[src/rtl/aznable_ioctl_pkg.sv]
// Shared ioctl definitions used by the download decode and the upload responder.
package aznable_ioctl_pkg;

  // Upload responder state encoding
  localparam logic [1:0] ST_IDLE  = 2'd0;
  localparam logic [1:0] ST_REQ   = 2'd1;
  localparam logic [1:0] ST_XFER  = 2'd2;
  localparam logic [1:0] ST_FETCH = 2'd3;

  // Byte returned to the HPS for any address outside the saved region
  localparam logic [7:0] FILL_BYTE = 8'hFF;

  // ioctl index assignments
  localparam logic [7:0] IDX_BIOS   = 8'd0;
  localparam logic [7:0] IDX_SPRITE = 8'd3;
  localparam logic [7:0] IDX_MUSIC  = 8'd4;
  localparam logic [7:0] IDX_UPLOAD = 8'd5;

  // Unsigned range test of a full 25-bit HPS address against a zero-extended length.
  // Any set bit above the memory width makes the address larger than any legal length.
  function automatic logic addr_in_range(input logic [24:0] addr, input logic [24:0] len);
    return (addr < len);
  endfunction

endpackage

[src/rtl/ioctl_uploader.sv]
// Core-to-HPS upload responder: requests an upload from hps_io on a save request,
// then answers each HPS byte read by fetching from a fixed-latency memory port.
module ioctl_uploader
  import aznable_ioctl_pkg::*;
#(
  parameter int         ADDR_W       = 16,
  parameter int         MEM_LATENCY  = 2,
  parameter logic [7:0] UPLOAD_INDEX = IDX_UPLOAD,
  parameter int         TO_W         = 24
) (
  input  logic              clk_sys,
  input  logic              reset_n,
  input  logic              save_req,
  input  logic [ADDR_W:0]   save_len,
  output logic              ioctl_upload_req,
  input  logic              ioctl_upload,
  input  logic [7:0]        ioctl_index,
  input  logic              ioctl_rd,
  input  logic [24:0]       ioctl_addr,
  output logic [7:0]        ioctl_din,
  output logic              mem_rd,
  output logic [ADDR_W-1:0] mem_addr,
  input  logic [7:0]        mem_dout,
  output logic              busy,
  output logic              done,
  output logic              timeout
);

  localparam logic [2:0] LAT_LOAD = 3'(MEM_LATENCY);

  logic [1:0]        state_q, state_d;
  logic [ADDR_W:0]   len_q, len_d;
  logic [TO_W-1:0]   to_cnt_q, to_cnt_d;
  logic [2:0]        lat_q, lat_d;
  logic              upload_prev_q;
  logic              req_q, req_d;
  logic [7:0]        din_q, din_d;
  logic              mem_rd_q, mem_rd_d;
  logic [ADDR_W-1:0] mem_addr_q, mem_addr_d;
  logic              busy_q, busy_d;
  logic              done_q, done_d;
  logic              timeout_q, timeout_d;

  logic              upload_fall;
  logic              rd_in_range;

  assign upload_fall = upload_prev_q & ~ioctl_upload;
  assign rd_in_range = addr_in_range(ioctl_addr, 25'(len_q));

  // Next-state logic: FSM, request timeout and memory latency countdown
  always_comb begin
    state_d    = state_q;
    len_d      = len_q;
    to_cnt_d   = to_cnt_q;
    lat_d      = lat_q;
    req_d      = req_q;
    din_d      = din_q;
    mem_rd_d   = 1'b0;
    mem_addr_d = mem_addr_q;
    done_d     = 1'b0;
    timeout_d  = 1'b0;

    case (state_q)
      ST_IDLE: begin
        if (save_req && (save_len != {(ADDR_W+1){1'b0}})) begin
          len_d    = save_len;
          to_cnt_d = {TO_W{1'b0}};
          req_d    = 1'b1;
          state_d  = ST_REQ;
        end else begin
          state_d = ST_IDLE;
        end
      end

      ST_REQ: begin
        if (ioctl_upload && (ioctl_index == UPLOAD_INDEX)) begin
          req_d    = 1'b0;
          to_cnt_d = {TO_W{1'b0}};
          state_d  = ST_XFER;
        end else if (&to_cnt_q) begin
          // HPS never picked up the request
          req_d     = 1'b0;
          to_cnt_d  = {TO_W{1'b0}};
          timeout_d = 1'b1;
          state_d   = ST_IDLE;
        end else begin
          to_cnt_d = to_cnt_q + TO_W'(1);
        end
      end

      ST_XFER, ST_FETCH: begin
        if (upload_fall) begin
          // End of upload wins over everything, an in-flight fetch is dropped
          done_d  = 1'b1;
          lat_d   = 3'd0;
          state_d = ST_IDLE;
        end else if (ioctl_rd) begin
          // The latest strobe always wins, even in the middle of a fetch
          if (rd_in_range) begin
            mem_addr_d = ioctl_addr[ADDR_W-1:0];
            mem_rd_d   = 1'b1;
            lat_d      = LAT_LOAD;
            state_d    = ST_FETCH;
          end else begin
            din_d   = FILL_BYTE;
            lat_d   = 3'd0;
            state_d = ST_XFER;
          end
        end else if (state_q == ST_FETCH) begin
          if (lat_q == 3'd0) begin
            din_d   = mem_dout;
            state_d = ST_XFER;
          end else begin
            lat_d = lat_q - 3'd1;
          end
        end else begin
          state_d = ST_XFER;
        end
      end

      default: begin
        req_d   = 1'b0;
        lat_d   = 3'd0;
        state_d = ST_IDLE;
      end
    endcase

    busy_d = (state_d != ST_IDLE);
  end

  // State and registered outputs, asynchronously forced to idle values
  always_ff @(posedge clk_sys or negedge reset_n) begin
    if (!reset_n) begin
      state_q       <= ST_IDLE;
      len_q         <= {(ADDR_W+1){1'b0}};
      to_cnt_q      <= {TO_W{1'b0}};
      lat_q         <= 3'd0;
      upload_prev_q <= 1'b0;
      req_q         <= 1'b0;
      din_q         <= FILL_BYTE;
      mem_rd_q      <= 1'b0;
      mem_addr_q    <= {ADDR_W{1'b0}};
      busy_q        <= 1'b0;
      done_q        <= 1'b0;
      timeout_q     <= 1'b0;
    end else begin
      state_q       <= state_d;
      len_q         <= len_d;
      to_cnt_q      <= to_cnt_d;
      lat_q         <= lat_d;
      upload_prev_q <= ioctl_upload;
      req_q         <= req_d;
      din_q         <= din_d;
      mem_rd_q      <= mem_rd_d;
      mem_addr_q    <= mem_addr_d;
      busy_q        <= busy_d;
      done_q        <= done_d;
      timeout_q     <= timeout_d;
    end
  end

  assign ioctl_upload_req = req_q;
  assign ioctl_din        = din_q;
  assign mem_rd           = mem_rd_q;
  assign mem_addr         = mem_addr_q;
  assign busy             = busy_q;
  assign done             = done_q;
  assign timeout          = timeout_q;

endmodule

[config.mk]
export PLATFORM = sky130hd
export DESIGN_NAME = ioctl_uploader
export DESIGN_NICKNAME = d
export VERILOG_FILES = /design/src/rtl/aznable_ioctl_pkg.sv /design/src/rtl/ioctl_uploader.sv
export SDC_FILE = /design/constraint.sdc
export NUM_CORES = 1
export LEC_CHECK = 0
export BUFFER_PORTS_ARGS = -buffer_cell sky130_fd_sc_hd__buf_2
export CAP_MARGIN = 25
export CORE_UTILIZATION = 40
export CTS_CLUSTER_DIAMETER = 50
export DETAILED_ROUTE_END_ITERATION = 12
export MAX_ROUTING_LAYER = met4
export PLACE_DENSITY = 0.67
export SLEW_MARGIN = 20
export SYNTH_ARGS = -nofsm -noshare
export SYNTH_HDL_FRONTEND = slang
export SYNTH_SLANG_ARGS = --single-unit
[constraint.sdc]
create_clock -name clk_sys -period 3.5 [get_ports clk_sys]
set_clock_uncertainty 0.05 [all_clocks]
set_input_delay 0 -clock clk_sys [delete_from_list [all_inputs] [get_ports clk_sys]]
set_output_delay 0 -clock clk_sys [all_outputs]
set_load 0.005 [all_outputs]
==> flow_summary.toml, run 1 <==
[timing]
relSlewSlack = 0.520
slew_violations = 0
holdWs_ps = 2.58
setup_viol = 0
rsz0062_at_grt = "false"
fmax_mhz = 380
min_period_over_period = 0.753
fin_setup_tns_ps = 0
timing_hold_violations_final = 0
tightestPinTransition_ps = 719
fin_crit_ps = 2630

[routing]
avgRoutedWirePerCell_um = 13.6
ant_nets = 0
num_vias = 3164
avgViaCountPerCell = 4.95
drt_wl_total_um = 8710
drt_iter0_drc = 141
drc = 0
dr.pass1.iters = 4

[synth]
ys_seq_area_frac = 0.487
async_flop_share = 1.00
ys_types = 56
yosysWarnings = 0
yosys-top-cells-area = "dfrtp_1 43%, mux2_2 8.9%, ha_1 6.1%"
synth_ff_type = "dfrtp_1"
synth_top_area_share = 0.433
syn_inst = 362
synth_top_cell_by_area = "dfrtp_1"
synth_nets = 444
synth.cell_area_um2 = 3930
ys_ff_latch = 76
synth_edf_count = 0
syn_avg_cell_area_um2 = 10.8

[clock_network]
cts_made_buffers = 9
cts-resized-gates = 0
path_clk_slew_ps = 80
cts_root_buf = "clkbuf_8"
cts_tree = "done"
clockBufferDepth = 2
clock-sinks = 76
post_cts_buffers = 0
clkLatencyLatePin_ps = 350
cts-htree-levels = 3

[finish]
area_growth_pct = 33.4
drive_above_1_share = 0.322
seq_area_um2 = 1910
fin_util = 0.559
nFillCells = 847
layout.nets = 587
multiInputGateArea_um2 = 1810
diodes = 0

[place]
dp_hpwl_um = 5990
port_buffers = 91
gp_congestion = 0.871

[grt]
grt_overflow = 0
antenna_found_initial = 0
grt_pass1_vias = 3097
grt_usage = 0.187
grt_max_degree = 77
grt_pass1_wl_um = 14200

[die]
row_count = 35
die_x_um = 101
ios = 92
start_util = 0.419
fp.coreArea_um2 = 9370
fp.dieH_um = 101
die_area_um2 = 10200

[power_and_ir_drop]
power_switching_uw = 812
switching_share = 0.296
p_leak_nw = 2.59
clkPwrFrac = 0.321
power_mw = 2.75
p_int_mw = 1.93
powerDensity_nw_per_um2 = 524
seqPwrFrac = 0.412
peakVddDrop_mv = 0.270
combPwrFrac = 0.268

[setup_path]
critPathCaptureType = "register"
crit_fanout = 17
worst_setup_path_start_kind = "register"
arrival_ps = 2810
cp.required_ps = 3680
ff2ff_path_depth = 9
worstSetupPathType = "reg2reg"

[run]
max_cap_violations = 0

[run_status]
status = "completed"

[hold_path]
hold_depth = 3
hold_class = "in2reg"
[stage by stage]
| stage | setup slack [ps] | cell area [um^2] | instances |
|---|---|---|---|
| floorplan | 1240 | 3930 | 362 |
| global placement | 906 | 4470 | 574 |
| detailed placement | 881 | 4470 | 574 |
| CTS | 853 | 5210 | 638 |
| global route | 582 | 5240 | 639 |
| finish | 866 | 5240 | 639 |
[flip-flops by register name (all words and copies together), names as in the netlist, 2 cells and up]
signal	count
len_q	17
to_cnt_q	24
state_q	2
lat_q	3
ioctl_din	8
mem_addr	16
[critical path: stages (launching register included)]
cell and delay [ps]:
dfrtp_1 350, inv_1 50, ha_1 280, a21oi_1 120, o21ai_0 130, a41o_1 270
o21ai_1 350, nand4_1 200, inv_2 340, mux2_2 390
[power by group through the flow]
stage	combinational (mW)	sequential (mW)	clock, mW
after floorplan	0.531	1.11	0
after global placement	0.667	1.14	0
after detailed placement	0.694	1.14	0
after CTS	0.738	1.13	0.900
after global routing	0.845	1.15	0.937
final	0.735	1.13	0.880
[layer usage]
| metal | share of wire | up-vias | global-route usage |
|---|---|---|---|
| li1 | - | 1562 | - |
| met1 | 0.45 | 1506 | 0.222 |
| met2 | 0.50 | 87 | 0.316 |
| met3 | 0.037 | 9 | 0.0340 |
| met4 | 0.013 | 0 | 0.0669 |
| met5 | 0 | - | - |
[kinds of logic after synthesis]
logic type,Yosys count,synth area share
flops,76,0.487
mux,45,0.125
simple gates,117,0.158
compound gates,51,0.0889
fa+ha+maj,19,0.0605
xor+xnor,13,0.0290
buf+inv,41,0.0516
[layout make-up]
class | instances | area share
tap | 129 | 0.0308
clock inverter | 6 | 0.0260
inverter | 33 | 0.0236
clock buffer | 10 | 0.0244
timing repair buffer | 140 | 0.184
multi-input combinational | 245 | 0.346
sequential | 76 | 0.365
[final timing paths]
path	startpoint	endpoint	slack, ps
worst max-delay path	len_q[2]	mem_addr[0]	870
worst min-delay path	ioctl_rd	ioctl_din[4]	3
worst max register to register	len_q[2]	mem_addr[0]	870
worst min register to register	ioctl_din[1]	ioctl_din[1]	420
max in group asynchronous	reset_n	ioctl_upload_req	2790
min in group asynchronous	reset_n	to_cnt_q[21]	50
[what timing repair did]
action	CTS	global route
endpoints found under the hold margin	110	0
hold buffers	48	0
endpoints found under the setup margin	0	0
[Yosys cell counts, drive strengths merged (2+ instances only)]
library cell	count
mux2	33
nand3	13
or4	4
nor3	8
nand2b	3
a31o	2
mux2i	12
a21oi	12
nor2b	3
and4	3
o21ai	16
nor4	5
nor2	38
dfstp	8
nand2	21
nor3b	2
a211oi	2
a21boi	2
ha	19
a31oi	7
inv	33
xor2	13
buf	7
and3	4
dfrtp	68
nand4	8
[placed cells by master, fill, tap and decap left out, drive strengths merged, types with 2 or more instances in the layout]
| master | instances |
|---|---|
| a211oi | 2 |
| a21boi | 2 |
| a21oi | 12 |
| a31o | 2 |
| a31oi | 7 |
| and3 | 4 |
| and4 | 3 |
| buf | 92 |
| bufinv | 4 |
| clkbuf | 10 |
| dfrtp | 68 |
| dfstp | 8 |
| dlygate4sd3 | 48 |
| ha | 19 |
| inv | 33 |
| mux2 | 33 |
| mux2i | 12 |
| nand2 | 21 |
| nand2b | 3 |
| nand3 | 13 |
| nand4 | 8 |
| nor2 | 38 |
| nor2b | 3 |
| nor3 | 8 |
| nor3b | 2 |
| nor4 | 5 |
| o21ai | 16 |
| or4 | 4 |
| xor2 | 13 |
Power figures use the tool's default switching activity.
==> run 2: changes to the inputs <==
--- a/config.mk
+++ b/config.mk
@@ -11,7 +11,7 @@
 export CTS_CLUSTER_DIAMETER = 50
 export DETAILED_ROUTE_END_ITERATION = 12
 export MAX_ROUTING_LAYER = met4
-export PLACE_DENSITY = 0.67
+export PLACE_DENSITY = 0.7
 export SLEW_MARGIN = 20
 export SYNTH_ARGS = -nofsm -noshare
 export SYNTH_HDL_FRONTEND = slang
==> constraint.sdc (replaced) <==
create_clock -name clk_sys -period 2.2 [get_ports clk_sys]
set_clock_uncertainty 0.05 [all_clocks]
set_input_delay 0 -clock clk_sys [delete_from_list [all_inputs] [get_ports clk_sys]]
set_output_delay 0 -clock clk_sys [all_outputs]
set_load 0.005 [all_outputs]
==> flow_summary.toml, run 2 (synthesis gave the netlist of run 1 again) <==
[grt]
grt_pass1_wl_um = 14800
antenna_found_initial = 0
grt_max_degree = 77
grt_pass1_vias = 3231
grt_usage = 0.193
grt_overflow = 0

[power_and_ir_drop]
combPwrFrac = 0.333
power_switching_mw = 1.44
seqPwrFrac = 0.376
clkPwrFrac = 0.291
p_int_mw = 3.36
p_leak_nw = 2.76
peakVddDrop_mv = 0.330
power_mw = 4.80
powerDensity_nw_per_um2 = 841
switching_share = 0.301

[routing]
drt_wl_total_um = 9450
avgRoutedWirePerCell_um = 14.3
ant_nets = 0
drc = 0
drt_iter0_drc = 94
avgViaCountPerCell = 5.02
num_vias = 3313
dr.pass1.iters = 5

[timing]
rsz0062_at_grt = "true"
slew_violations = 0
setup_viol = 7
relSlewSlack = 0.548
fmax_mhz = 451
tightestPinTransition_ps = 672
setup_ws_ps = -17.1
min_period_over_period = 1.01
fin_setup_tns_ps = -78.4
fin_crit_ps = 2220
timing_hold_violations_final = 0
holdWs_ps = 29.7

[setup_path]
critPathCaptureType = "register"
cp.required_ps = 2380
worstReg2RegStart = "len_q[7]"
arrival_ps = 2400
worst_setup_path_start_kind = "register"
rrSetupSlack_ps = -20
r2r-end = "mem_addr[8]"
crit_fanout = 8
worstSetupPathType = "reg2reg"
ff2ff_path_depth = 11

[run_status]
status = "finished, violations left"
violations = "setup timing"

[clock_network]
cts-htree-levels = 3
cts_tree = "done"
cts_root_buf = "clkbuf_8"
clkLatencyLatePin_ps = 340
path_clk_slew_ps = 80
clock-sinks = 76
clockBufferDepth = 2
cts_made_buffers = 9

[die]
die_x_um = 101
fp.dieH_um = 101
fp.coreArea_um2 = 9370
start_util = 0.419
ios = 92
row_count = 35
die_area_um2 = 10200

[hold_path]
hp-start = "ioctl_index[5]"
hold_depth = 5
hold_class = "in2reg"
min_to = "state_q[1]"

[finish]
regMostFlops = "to_cnt_q"
diodes = 0
layout.nets = 608
fin_util = 0.609
nFillCells = 778
finalInstanceArea_um2 = 5710
area_growth_pct = 45.4
mostFrequentLayoutCells = "90 x buf_2, 68 x dfrtp_1, 51 x dlygate4sd3_1"
final_common_cell = "buf_2"
drive_above_1_share = 0.395
seq_area_um2 = 1910
multiInputGateArea_um2 = 2030
largest_reg_flops = 24

[place]
dp_hpwl_um = 6100
port_buffers = 91
placed_area_um2 = 4590
gp_congestion = 0.799

[run]
max_cap_violations = 0
==> run 2: cell count changes in the layout (fill, tap and decap cells not counted), moves of 7 or more <==
cell    previous run  this run
inv_2              1         8
buf_4              1        12
inv_1             32        25
mux2_2            31        24
ha_4               0         9
ha_1              19        10
mux2_4             0         8
==> run 2: worst max path at each step <==
stage / startpoint / end / slack, ps / cells past startpoint
after detailed placement: len_q[2] / mem_addr[6] / -80 / 10
after global routing: len_q[12] / mem_addr[14] / -110 / 10
after floorplan: len_q[2] / mem_addr[10] / 0.2 / 10
after CTS: len_q[2] / mem_addr[8] / -60 / 10
after global placement: len_q[2] / mem_addr[5] / -2 / 10
final: len_q[7] / mem_addr[8] / -20 / 11
==> run 2: power by group through the flow <==
| stage | Sequential, mW | Combinational [mW] | Clock [mW] |
|---|---|---|---|
| global route | 1.83 | 1.77 | 1.48 |
| CTS | 1.79 | 1.34 | 1.43 |
| detailed placement | 1.81 | 1.19 | 0 |
| floorplan | 1.77 | 0.850 | 0 |
| finish | 1.80 | 1.60 | 1.40 |
| global placement | 1.80 | 1.14 | 0 |
==> run 2: timing repair <==
action,in CTS,in global routing
buffers inserted,2,4
endpoints found under the setup margin,24,42
cloned,1,2
hold buffers,51,0
endpoints found under the hold margin,110,0
pin swaps,6,8
gates resized for setup,13,31
==> run 2: area by class of cell <==
class | instances | area share
multi-input combinational | 245 | 0.355
clock inverter | 4 | 0.0210
sequential | 76 | 0.335
tap | 129 | 0.0283
inverter | 33 | 0.0217
timing repair buffer | 161 | 0.213
clock buffer | 12 | 0.0254
==> run 2: metal layers <==
layer  GRT usage  vias up  routed length, um
met2       0.326       78               4830
met1       0.235     1622               4160
met4      0.0713        0                150
li1            -     1600                  -
met3      0.0277       13                315
met5           -        -                  0
==> run 2: worst max-delay path: stages (launching register included) <==
cell	delay, ps
dfrtp_1	370
inv_1	60
ha_1	270
nand2_1	100
nor2_1	60
a41o_1	240
o21ai_2	160
nand4_1	150
inv_2	100
buf_6	110
buf_16	130
mux2_4	300
==> run 2: metrics by stage <==
step / instances / worst slack, ps
after floorplan: 362 / 0.232
after global placement: 585 / -1.96
after detailed placement: 585 / -83.7
after CTS: 655 / -57.9
after global routing: 660 / -107
final: 660 / -17.1
==> run 3: changes to the inputs <==
--- a/config.mk
+++ b/config.mk
@@ -11,7 +11,7 @@
 export CTS_CLUSTER_DIAMETER = 50
 export DETAILED_ROUTE_END_ITERATION = 12
 export MAX_ROUTING_LAYER = met4
-export PLACE_DENSITY = 0.7
+export PLACE_DENSITY = 0.73
 export SLEW_MARGIN = 20
 export SYNTH_ARGS = -nofsm -noshare
 export SYNTH_HDL_FRONTEND = slang
==> flow_summary.toml, run 3 (synthesis gave the netlist of run 1 again) <==
[run_status]
status = "finished, violations left"
violations = "setup timing"

[setup_path]
worstSetupPathType = "reg2reg"
slowest_stage = "dfrtp_1"
rrSetupSlack_ps = -140
worst_setup_path_start_kind = "register"
arrival_ps = 2530
crit_fanout = 8
cp.required_ps = 2390
worstReg2RegStart = "len_q[16]"
critPathCaptureType = "register"
cp_cell_sequence = "inv_1 > ha_4 > nand4_1 > inv_1 > a221oi_2 > nand4_1 > inv_2 > clkbuf_16 > mux2_4"
startpoint = "len_q[16]"
crit_path_max_incr_delay_ps = 400

[clock_network]
clock-sinks = 76
clkLatencyLatePin_ps = 350
clockBufferDepth = 2
cts_made_buffers = 9
cts-htree-levels = 3
path_clk_slew_ps = 80
cts_root_buf = "clkbuf_8"
cts_tree = "done"

[die]
row_count = 35
ios = 92
fp.coreArea_um2 = 9370
die_area_um2 = 10200
fp.dieH_um = 101
die_x_um = 101
start_util = 0.419

[finish]
regMostFlops = "to_cnt_q"
layout.nets = 609
area_growth_pct = 44.3
drive_above_1_share = 0.391
diodes = 0
largest_reg_flops = 24
final_common_cell = "buf_2"
mostFrequentLayoutCells = "88 x buf_2, 68 x dfrtp_1, 51 x dlygate4sd3_1"

[place]
gp_congestion = 0.805
dp_hpwl_um = 6230
port_buffers = 91
place_ws_ps = -127

[timing]
setup_viol = 17
relSlewSlack = 0.548
slew_violations = 0
rsz0062_at_grt = "true"
timing_hold_violations_final = 0
fin_setup_tns_ps = -1860
fmax_mhz = 427
setup_ws_ps = -142
tightestPinTransition_ps = 671
fin_crit_ps = 2340
min_period_over_period = 1.06

[power_and_ir_drop]
p_leak_nw = 2.73
peakVddDrop_mv = 0.305
power_mw = 4.40
powerDensity_nw_per_um2 = 777

[run]
max_cap_violations = 0

[routing]
drt_wl_total_um = 10300
drc = 0
drt_iter0_drc = 151
dr.pass1.iters = 4
wl_met1_um = 4470
wl_met3_um = 463
ant_nets = 0
num_vias = 3389
met2_length_um = 5120
avgRoutedWirePerCell_um = 15.6
routed.top_layer = "met4"
avgViaCountPerCell = 5.13

[grt]
grt_overflow = 0
grt_max_degree = 77
antenna_found_initial = 0
grt_usage = 0.196
grt_pass1_vias = 3245
grt_pass1_wl_um = 15000

[hold_path]
hp-start = "ioctl_index[3]"
hold_class = "in2reg"
==> run 3: path summary, 6_finish.rpt <==
check	to	cells past startpoint
max	mem_addr[7]	9
min	state_q[1]	5
max reg2reg	mem_addr[7]	9
min reg2reg	ioctl_din[6]	2
max in group asynchronous	to_cnt_q[15]	3
min in group asynchronous	mem_addr[13]	2
==> run 3: final cells by class <==
class                      instances  area [um^2]
fill                             760         3700
multi-input combinational        245         2030
sequential                        76         1910
timing repair buffer             162         1240
tap                              129          161
clock buffer                      11          141
inverter                          33          124
clock inverter                     5         52.6
==> run 3: where the power goes <==
| part | internal [mW] | switching [mW] | leakage, nW |
|---|---|---|---|
| registers | 1.65 | 0.170 | 0.979 |
| logic | 0.755 | 0.775 | 1.66 |
| clock network | 0.550 | 0.507 | 0.0991 |
==> run 3: worst max-delay path, delay by kind of cell, from the launching register on <==
| family | cells | cell delay (ps) |
|---|---|---|
| adders and majority gates | 1 | 210 |
| AOI/OAI and AO/OA | 1 | 350 |
| and+or+nand+nor | 2 | 350 |
| buffers and inverters | 4 | 560 |
| DFF | 1 | 400 |
| muxes | 1 | 300 |
==> run 3: timing repair <==
action	in CTS	in global routing
hold buffers	50	1
endpoints found under the setup margin	16	55
gates cloned	1	3
pin swaps	3	12
gates resized for setup	7	38
setup buffers	4	3
endpoints found under the hold margin	111	1
==> run 3: layer usage <==
layer / GRT usage / vias to the layer above
li1: - / 1607
met1: 0.233 / 1643
met2: 0.338 / 113
met3: 0.0298 / 26
met4: 0.0691 / 0
met5: - / -
==> run 3: stage by stage <==
step | hold slack (ps) | util | cell area, um^2 | cells
CTS | -135 | 0.573 | 5370 | 656
floorplan | -346 | - | 3930 | 362
finish | 19.6 | 0.605 | 5670 | 661
global placement | 89.9 | 0.490 | 4590 | 585
detailed placement | 93.9 | 0.490 | 4590 | 585
global route | 32.6 | 0.605 | 5670 | 661
